## config.mk

```make
export PLATFORM = sky130hd
export DESIGN_NAME = pr_arbiter
export DESIGN_NICKNAME = d
export VERILOG_FILES = /design/src/rtl/pr_arbiter.sv
export SDC_FILE = /design/constraint.sdc
export NUM_CORES = 1
export LEC_CHECK = 0
export ABC_CLOCK_PERIOD_IN_PS = 7100
export CORE_ASPECT_RATIO = 0.7
export CORE_MARGIN = 2
export CORE_UTILIZATION = 51
export DETAILED_ROUTE_END_ITERATION = 6
export PLACE_DENSITY = 0.78
export SLEW_MARGIN = 20
export SYNTH_ARGS = -nofsm -noshare
export SYNTH_HDL_FRONTEND = slang
export SYNTH_SLANG_ARGS = --single-unit
```

## constraint.sdc

```tcl
create_clock -name clk -period 7.1 [get_ports clk]
set_clock_uncertainty 0.1 [all_clocks]
set_input_delay 1.42 -clock clk [delete_from_list [all_inputs] [get_ports clk]]
set_output_delay 1.42 -clock clk [all_outputs]
set_load 0.01 [all_outputs]
```

## src/rtl/pr_arbiter.sv

```systemverilog
// pr_arbiter: registered N-way priority arbiter with a valid/ready grant handshake.
// A grant is held while the consumer stalls, and reloaded on the cycle it transfers.
// When the grant reloads, mode chooses the policy:
//   mode = 0: fixed priority, highest index wins.
//   mode = 1: round-robin, scanning upward from ptr.
//
// Ports:
//   clk         rising-edge clock
//   rst         synchronous active-high reset
//   req[N]      level-sensitive request vector, bit i = requester i
//   mode        0 = fixed priority, 1 = round-robin (sampled only on load)
//   gnt_ready   consumer accepts the presented grant
//   gnt_valid   a grant is presented
//   gnt_idx[W]  index of the granted requester (0 when idle)
//   gnt_onehot  one-hot form of gnt_idx, all-zero when idle
module pr_arbiter #(
    parameter int unsigned N = 8,
    parameter int unsigned W = $clog2(N)
) (
    input  logic         clk,
    input  logic         rst,
    input  logic [N-1:0] req,
    input  logic         mode,
    input  logic         gnt_ready,
    output logic         gnt_valid,
    output logic [W-1:0] gnt_idx,
    output logic [N-1:0] gnt_onehot
);

    typedef enum logic {
        ST_EMPTY = 1'b0,
        ST_FULL  = 1'b1
    } state_e;

    state_e       state_q, state_d;
    logic [W-1:0] idx_q, idx_d;
    logic [N-1:0] onehot_q, onehot_d;
    logic [W-1:0] ptr_q, ptr_d;

    logic [W-1:0] fix_idx;
    logic [W-1:0] rr_idx;
    logic         rr_found;
    logic [W-1:0] win_idx;
    logic [W-1:0] ptr_nxt;
    logic         any_req;
    logic         load;

    // Fixed priority: the last set bit seen in the ascending scan is the highest.
    always_comb begin
        fix_idx = '0;
        for (int unsigned i = 0; i < N; i++) begin
            if (req[i]) begin
                fix_idx = W'(i);
            end
        end
    end

    // Round-robin: scan upward from ptr. The wrap subtracts N explicitly,
    // so a non-power-of-two N never lands on an index that does not exist.
    always_comb begin
        logic [W-1:0] cand_idx;
        int unsigned  cand;
        rr_idx   = '0;
        rr_found = 1'b0;
        cand     = 0;
        cand_idx = '0;
        for (int unsigned k = 0; k < N; k++) begin
            cand = 32'(ptr_q) + k;
            if (cand >= N) begin
                cand = cand - N;
            end
            cand_idx = W'(cand);
            if (!rr_found && req[cand_idx]) begin
                rr_found = 1'b1;
                rr_idx   = cand_idx;
            end
        end
    end

    assign any_req = |req;
    assign win_idx = mode ? rr_idx : fix_idx;

    // The pointer advances to the slot after the winner, wrapping at N rather than at 2**W.
    assign ptr_nxt = (win_idx == W'(N - 1)) ? '0 : win_idx + W'(1);

    // A new grant is taken when nothing is presented or the current one transfers.
    assign load = (state_q == ST_EMPTY) || gnt_ready;

    // Next-state and registered-output logic.
    always_comb begin
        state_d  = state_q;
        idx_d    = idx_q;
        onehot_d = onehot_q;
        ptr_d    = ptr_q;

        unique case (state_q)
            ST_EMPTY, ST_FULL: begin
                if (load) begin
                    if (any_req) begin
                        state_d           = ST_FULL;
                        idx_d             = win_idx;
                        onehot_d          = '0;
                        onehot_d[win_idx] = 1'b1;
                        if (mode) begin
                            ptr_d = ptr_nxt;
                        end
                    end else begin
                        state_d  = ST_EMPTY;
                        idx_d    = '0;
                        onehot_d = '0;
                    end
                end
            end
            default: begin
                state_d  = ST_EMPTY;
                idx_d    = '0;
                onehot_d = '0;
            end
        endcase
    end

    // State register. Reset wins over a grant that is being held during a stall.
    always_ff @(posedge clk) begin
        if (rst) begin
            state_q  <= ST_EMPTY;
            idx_q    <= '0;
            onehot_q <= '0;
            ptr_q    <= '0;
        end else begin
            state_q  <= state_d;
            idx_q    <= idx_d;
            onehot_q <= onehot_d;
            ptr_q    <= ptr_d;
        end
    end

    assign gnt_valid  = (state_q == ST_FULL);
    assign gnt_idx    = idx_q;
    assign gnt_onehot = onehot_q;

endmodule

```

==> metrics, run 1 <==
Synth Warn # 0; sequential area share after synthesis 18.5%; EDFF count, synth 0; crit path time final 4.57 ns; period utilisation layout 64.4%; hold path start gnt_idx[2]; Synth Area in Adders 2.31%; post-DP HPWL 3270 µm; Startpoint Class register; Fill cells 254; max-cap viol count 0; cells resized by post-CTS repair 0; slowest stage cell, crit path dfxtp_1; FF+latch count, synth 15; final-report setup violation count 0; share of cells above drive strength 1 16.6%; vias per inst 6.63; gr ovfl total 0; Synth Area in Compound Gates 20.1%; CTS sink cnt 15; Final Cell Area 1870 µm²; Final Hold Viols 0; prevailing post-synth register cell dfxtp_1; Largest delay share family, worst path compound AO/OA/AOI/OAI gates; CTS tree done; vias in the first global route 1375; Crit. path cell count 13; Finished Core Util 60.7%; Critical Path Sink Type register; combinational family with the most area after synthesis simple AND/OR/NAND/NOR gates; Starting Density 52.6%; total die area 3650 µm²; Rows 17; Clock Latency Late Sink 0.24 ns; peak ir drop on the vdd network 147 µV; TNS Setup 0 ns; slew at the pin closest to its max-slew limit 0.761 ns; largest net degree at the start of global routing 18; # IOs 24; syn nets 194; status finished clean; drc violations 0; reg-to-reg critical path startpoint ptr_q[0]; total wire length 4300 µm; WHS Path Cells 2; simple-gate portion of the synthesized area 25.3%; Clock Tree Buf Depth 2; Pre-Repair DR Iteration Count 5; Mapped Area 1620 µm²; total power 0.000439 W; Starting DRT DRC Count 151; H-tree Lvls 1; highest clock rate 0.219 GHz; CP peak stage delay 0.81 ns; Buffers on Ports 23; Synth cell types 58; r2r endpoint ptr_q[2]; normalized max-slew margin 49.2%; Layout Nets 209; Post-Synth XOR/XNOR Area 3.16%; DR vias 1532; WP data arrival 4.62 ns; CP bufs+invs 2; Worst Path Required 7.15 ns; cts hold-fix bufs 0; path depth of the worst reg2reg path 13; R2R setup slack 2.53 ns; hold worst-path end gnt_idx[2]; Hold WC Path Type register to register; post-CTS setup buffers 0; placed cell area 1830 µm²; Slew Limit Fails 0; # diodes 0; post-synthesis async set-or-reset flop share 0%; Mapped Cells 179; GPL Wtd Cong 1.02; Cell Pwr Density 235 nW/µm²; CP Class register to register; area grow syn2layout 15.4%; CP Max Fanout 17; syn avg cell area 9.06 µm²; final non-filler cell total 231; Clock Pin Slew Worst Setup and Hold Paths 0.06 ns; post-synthesis mux area share 24.7%; Root Buffer clkbuf_8; total placed cells including tap cells 227; CP Cell Sequence inv_2, ha_1, mux4_2, a21boi_1, nand4b_1, a211oi_1, a41oi_2, a211oi_2, or2_4, inv_2, ha_1, xnor2_1, a211oi_1; DR WL/cell 18.6 µm; initial antenna violation count 0; first-pass GRT wire length 6930 µm; Leak 0.616 nW; gr usage total 24.3%; RSZ-0062 raised after global routing false; Die Span Y 51.2 µm; Inserted Clock Buffers 3; Die Wd 71.4 µm; core area 3080 µm²; ANT nets after route 0
-- where the power goes --
| part | total, W | switching [W] | internal (W) |
|---|---|---|---|
| Combinational | 0.000260 | 0.000137 | 0.000123 |
| Sequential | 0.000113 | 0.0000180 | 0.0000947 |
| Clock | 0.0000665 | 0.0000269 | 0.0000396 |
| Total | 0.000439 | 0.000182 | 0.000257 |
-- final cells by class --
class / count / area (µm²) / area share, %
Clock buffer: 4 / 45.0 / 2.41
Inverter: 6 / 22.5 / 1.20
Timing Repair Buffer: 23 / 230 / 12.3
Tap cell: 38 / 47.5 / 2.54
Sequential cell: 15 / 300 / 16.0
Multi-Input combinational cell: 145 / 1230 / 65.5
-- placed cells by master (no fill, tap or decap), types with 5 or more instances in the layout --
cell | synthesis | layout
nor3_1 | 5 | 5
a21oi_1 | 7 | 7
clkdlybuf4s50_1 | 0 | 23
mux4_2 | 10 | 10
a211oi_1 | 6 | 6
nand2_1 | 13 | 13
mux2_2 | 5 | 5
dfxtp_1 | 15 | 15
nand3b_1 | 5 | 5
nor3b_1 | 5 | 5
nor2_1 | 18 | 18
-- worst max path at each step --
stage	start	endpoint	slack (ns)
detailed placement	req[5]	ptr_q[1]	2.32
floorplan	req[5]	ptr_q[1]	3.03
global placement	req[5]	ptr_q[1]	2.43
CTS	req[5]	ptr_q[1]	2.57
finish	ptr_q[0]	ptr_q[2]	2.53
global route	ptr_q[0]	ptr_q[2]	2.14
-- metal layers --
metal  global-route usage (%)  up-vias  part of all wire [%]
met5                        0        -                     0
met4                     4.72        0                  0.67
met3                     3.75        6                   7.0
met2                     36.3       79                    45
met1                     37.2      730                    47
li1                         -      717                     -
-- flip-flops by register name (all words and copies together) (netlist names) --
name / cells
gnt_onehot: 8
gnt_valid: 1
gnt_idx: 3
ptr_q: 3
-- stage by stage --
step,hold slack (ns),setup WS (ns)
finish,0.357,2.53
global route,0.382,2.14
CTS,0.365,2.57
detailed placement,0.357,2.32
global placement,0.342,2.43
floorplan,0.376,3.03
-- synth_stat cells (all sizes together), types with 5 or more instances --
master | number | area, µm²
mux2i | 6 | 85.1
mux2 | 8 | 90.1
nor3 | 5 | 25.0
nor3b | 5 | 37.5
nand3b | 5 | 37.5
nand2 | 14 | 55.1
a21oi | 7 | 35.0
inv | 6 | 22.5
buf | 11 | 65.1
a211oi | 8 | 77.6
dfxtp | 15 | 300
nor2 | 18 | 67.6
mux4 | 10 | 225
-- worst min-delay path: cells and delay by family, from the launching register on --
kind | cells | cell delay [ns]
simple gates | 1 | 0.05
compound gates | 1 | 0.05
flops | 1 | 0.31
-- logic make-up after synthesis --
logic type | count (synthesis)
buf+inv | 19
simple gates | 71
flops | 15
compound gates | 42
xor+xnor | 5
fa+ha+maj | 3
mux | 24
No activity file was read; power rests on OpenSTA's default activity.
==> inputs of run 2 (changes only) <==
Settings changed: ABC_CLOCK_PERIOD_IN_PS 7100 to 3940, CORE_UTILIZATION 51 to 49.
Clock period 7.1 ns to 3.94 ns, I/O delays scaled along.
==> metrics, run 2 (synthesis gave the netlist of run 1 again) <==
Clock Pin Slew Worst Setup and Hold Paths 0.06 ns (about the same); CP Cell Sequence clkdlybuf4s50_1, mux4_2, mux2i_4, and2b_1, or4b_1, a41oi_2, a211oi_2, or2_4, inv_2, ha_1, mux2i_1, nor2_1 (was inv_2, ha_1, mux4_2, a21boi_1, nand4b_1, a211oi_1, a41oi_2, a211oi_2, or2_4, inv_2, ha_1, xnor2_1, a211oi_1); total wire length 4270 µm (was 4300 µm); P_int 0.000488 W (was 0.000257 W); Worst Path Required 3.96 ns (was 7.15 ns); post-DP HPWL 3370 µm (was 3270 µm); R2R setup slack 0.31 ns (was 2.53 ns); normalized max-slew margin 45.3% (was 49.2%); max-cap viol count 0 (unchanged); H-tree Lvls 1 (unchanged); status finished clean (unchanged); Cell Pwr Density 414 nW/µm² (was 235 nW/µm²); highest clock rate 0.270 GHz; GPL Wtd Cong 0.841 (was 1.02); Layout Nets 223 (was 209); DR WL/cell 17.4 µm (was 18.6 µm); CP Class input pin to register (was register to register); Die Span Y 52.1 µm (was 51.2 µm); Inserted Clock Buffers 3 (unchanged); number of flip-flops in the largest register 8 (unchanged); period utilisation layout 94.0%; final-report setup violation count 0 (unchanged); CP Max Fanout 8 (was 17); RSZ-0062 raised after global routing false (unchanged); WP data arrival 3.73 ns (was 4.62 ns); initial antenna violation count 0 (unchanged); Starting Density 51.5% (was 52.6%); Root Buffer clkbuf_8 (unchanged); Starting DRT DRC Count 180 (was 151); vias in the first global route 1405 (was 1375); CTS sink cnt 15 (unchanged); largest net degree at the start of global routing 17 (was 18); DR vias 1598 (was 1532); clock share of power 15.2% (was 15.1%); Startpoint Class input pin (was register); peak ir drop on the vdd network 239 µV (was 147 µV); Slew Limit Fails 0 (unchanged); share of cells above drive strength 1 22.2% (was 16.6%); slowest stage cell, crit path mux4_2 (was dfxtp_1); CTS tree done (unchanged); gr usage total 23.9% (was 24.3%); crit path time final 3.70 ns; Clock Tree Buf Depth 2 (unchanged); post-CTS setup buffers 0 (unchanged); area of the multi-input gates 1230 µm² (unchanged); sequential share of power 22.8% (was 25.6%); Pre-Repair DR Iteration Count 4 (was 5); Critical Path Sink Type register (unchanged); Largest delay share family, worst path simple AND/OR/NAND/NOR gates (was compound AO/OA/AOI/OAI gates); gr ovfl total 0 (unchanged); # IOs 24 (unchanged); Hold WC Path Type register to register (unchanged); TNS Setup 0 ns (unchanged); most common cell after layout, fill and taps aside clkdlybuf4s50_1 (unchanged); core area 3150 µm² (was 3080 µm²); part of the power in combinational logic 61.9% (was 59.2%); most frequent cells in the layout clkdlybuf4s50_1, nor2_1, dfxtp_1 (unchanged); CP bufs+invs 2 (unchanged); area grow syn2layout 21.9% (was 15.4%); total die area 3790 µm² (was 3650 µm²); Fill cells 263 (was 254); Final Hold Viols 0 (unchanged); Leak 0.685 nW (was 0.616 nW); slew at the pin closest to its max-slew limit 0.819 ns (was 0.761 ns); dpl ws 0.00866 ns (was 2.32 ns); sw frac 40.3% (was 41.4%); # diodes 0 (unchanged); CP peak stage delay 0.59 ns (was 0.81 ns); register area 300 µm² (unchanged); first-pass GRT wire length 6910 µm (was 6930 µm); Die Wd 72.8 µm (was 71.4 µm); drc violations 0 (unchanged); Rows 17 (unchanged); cells resized by post-CTS repair 0 (unchanged); Buffers on Ports 23 (unchanged); vias per inst 6.52 (was 6.63); cts hold-fix bufs 0 (unchanged); Clock Latency Late Sink 0.25 ns (was 0.24 ns); sw power 0.000330 W (was 0.000182 W); post-route setup slack 0.235 ns (was 2.53 ns); ANT nets after route 0 (unchanged)
[run 2: cell count changes in the layout (fill, tap and decap cells not counted)]
cell	before	now
buf_4	0	14
[run 2: per-layer routing]
metal / part of all wire, % / track usage [%]
met5: 0 / 0
met4: 0.61 / 1.85
met3: 9.0 / 5.23
met2: 44 / 35.9
met1: 46 / 36.4
[run 2: power by group through the flow]
stage          clock [W]  sequential, W  combinational [W]
2_1_floorplan          0       0.000191           0.000367
4_1_cts         0.000128       0.000187           0.000500
6_report        0.000125       0.000187           0.000507
5_1_grt         0.000136       0.000190           0.000545
3_3_place_gp           0       0.000189           0.000489
3_5_place_dp           0       0.000190           0.000497
[run 2: path summary, 6_finish.rpt]
check             start  depth (start not counted)         end
max              req[7]                         12    ptr_q[1]
max reg2reg    ptr_q[0]                         14    ptr_q[2]
min reg2reg  gnt_idx[2]                          2  gnt_idx[2]
min          gnt_idx[2]                          2  gnt_idx[2]
[run 2: final cells by class]
class | instances | share of cell area (%)
tap | 38 | 2.41
sequential | 15 | 15.2
timing repair buffer | 37 | 17.0
inverter | 6 | 1.14
clock buffer | 4 | 2.28
multi-input combinational | 145 | 62.0
[run 2: tightest hold or removal path, stage by stage, from the launching register on]
cell     delay [ns]
dfxtp_1        0.30
nand2_1        0.05
a21oi_1        0.05
[run 2: metrics by stage]
step                cells  hold WS [ns]  instance area (µm²)  utilization (%)  total power [W]
finish                245         0.352                 1980             62.8         0.000819
detailed placement    241         0.345                 1930             61.4         0.000688
global route          245         0.377                 1980             62.8         0.000870
floorplan             179         0.376                 1620                -         0.000558
global placement      241         0.343                 1930             61.4         0.000678
CTS                   245         0.355                 1980             62.8         0.000815
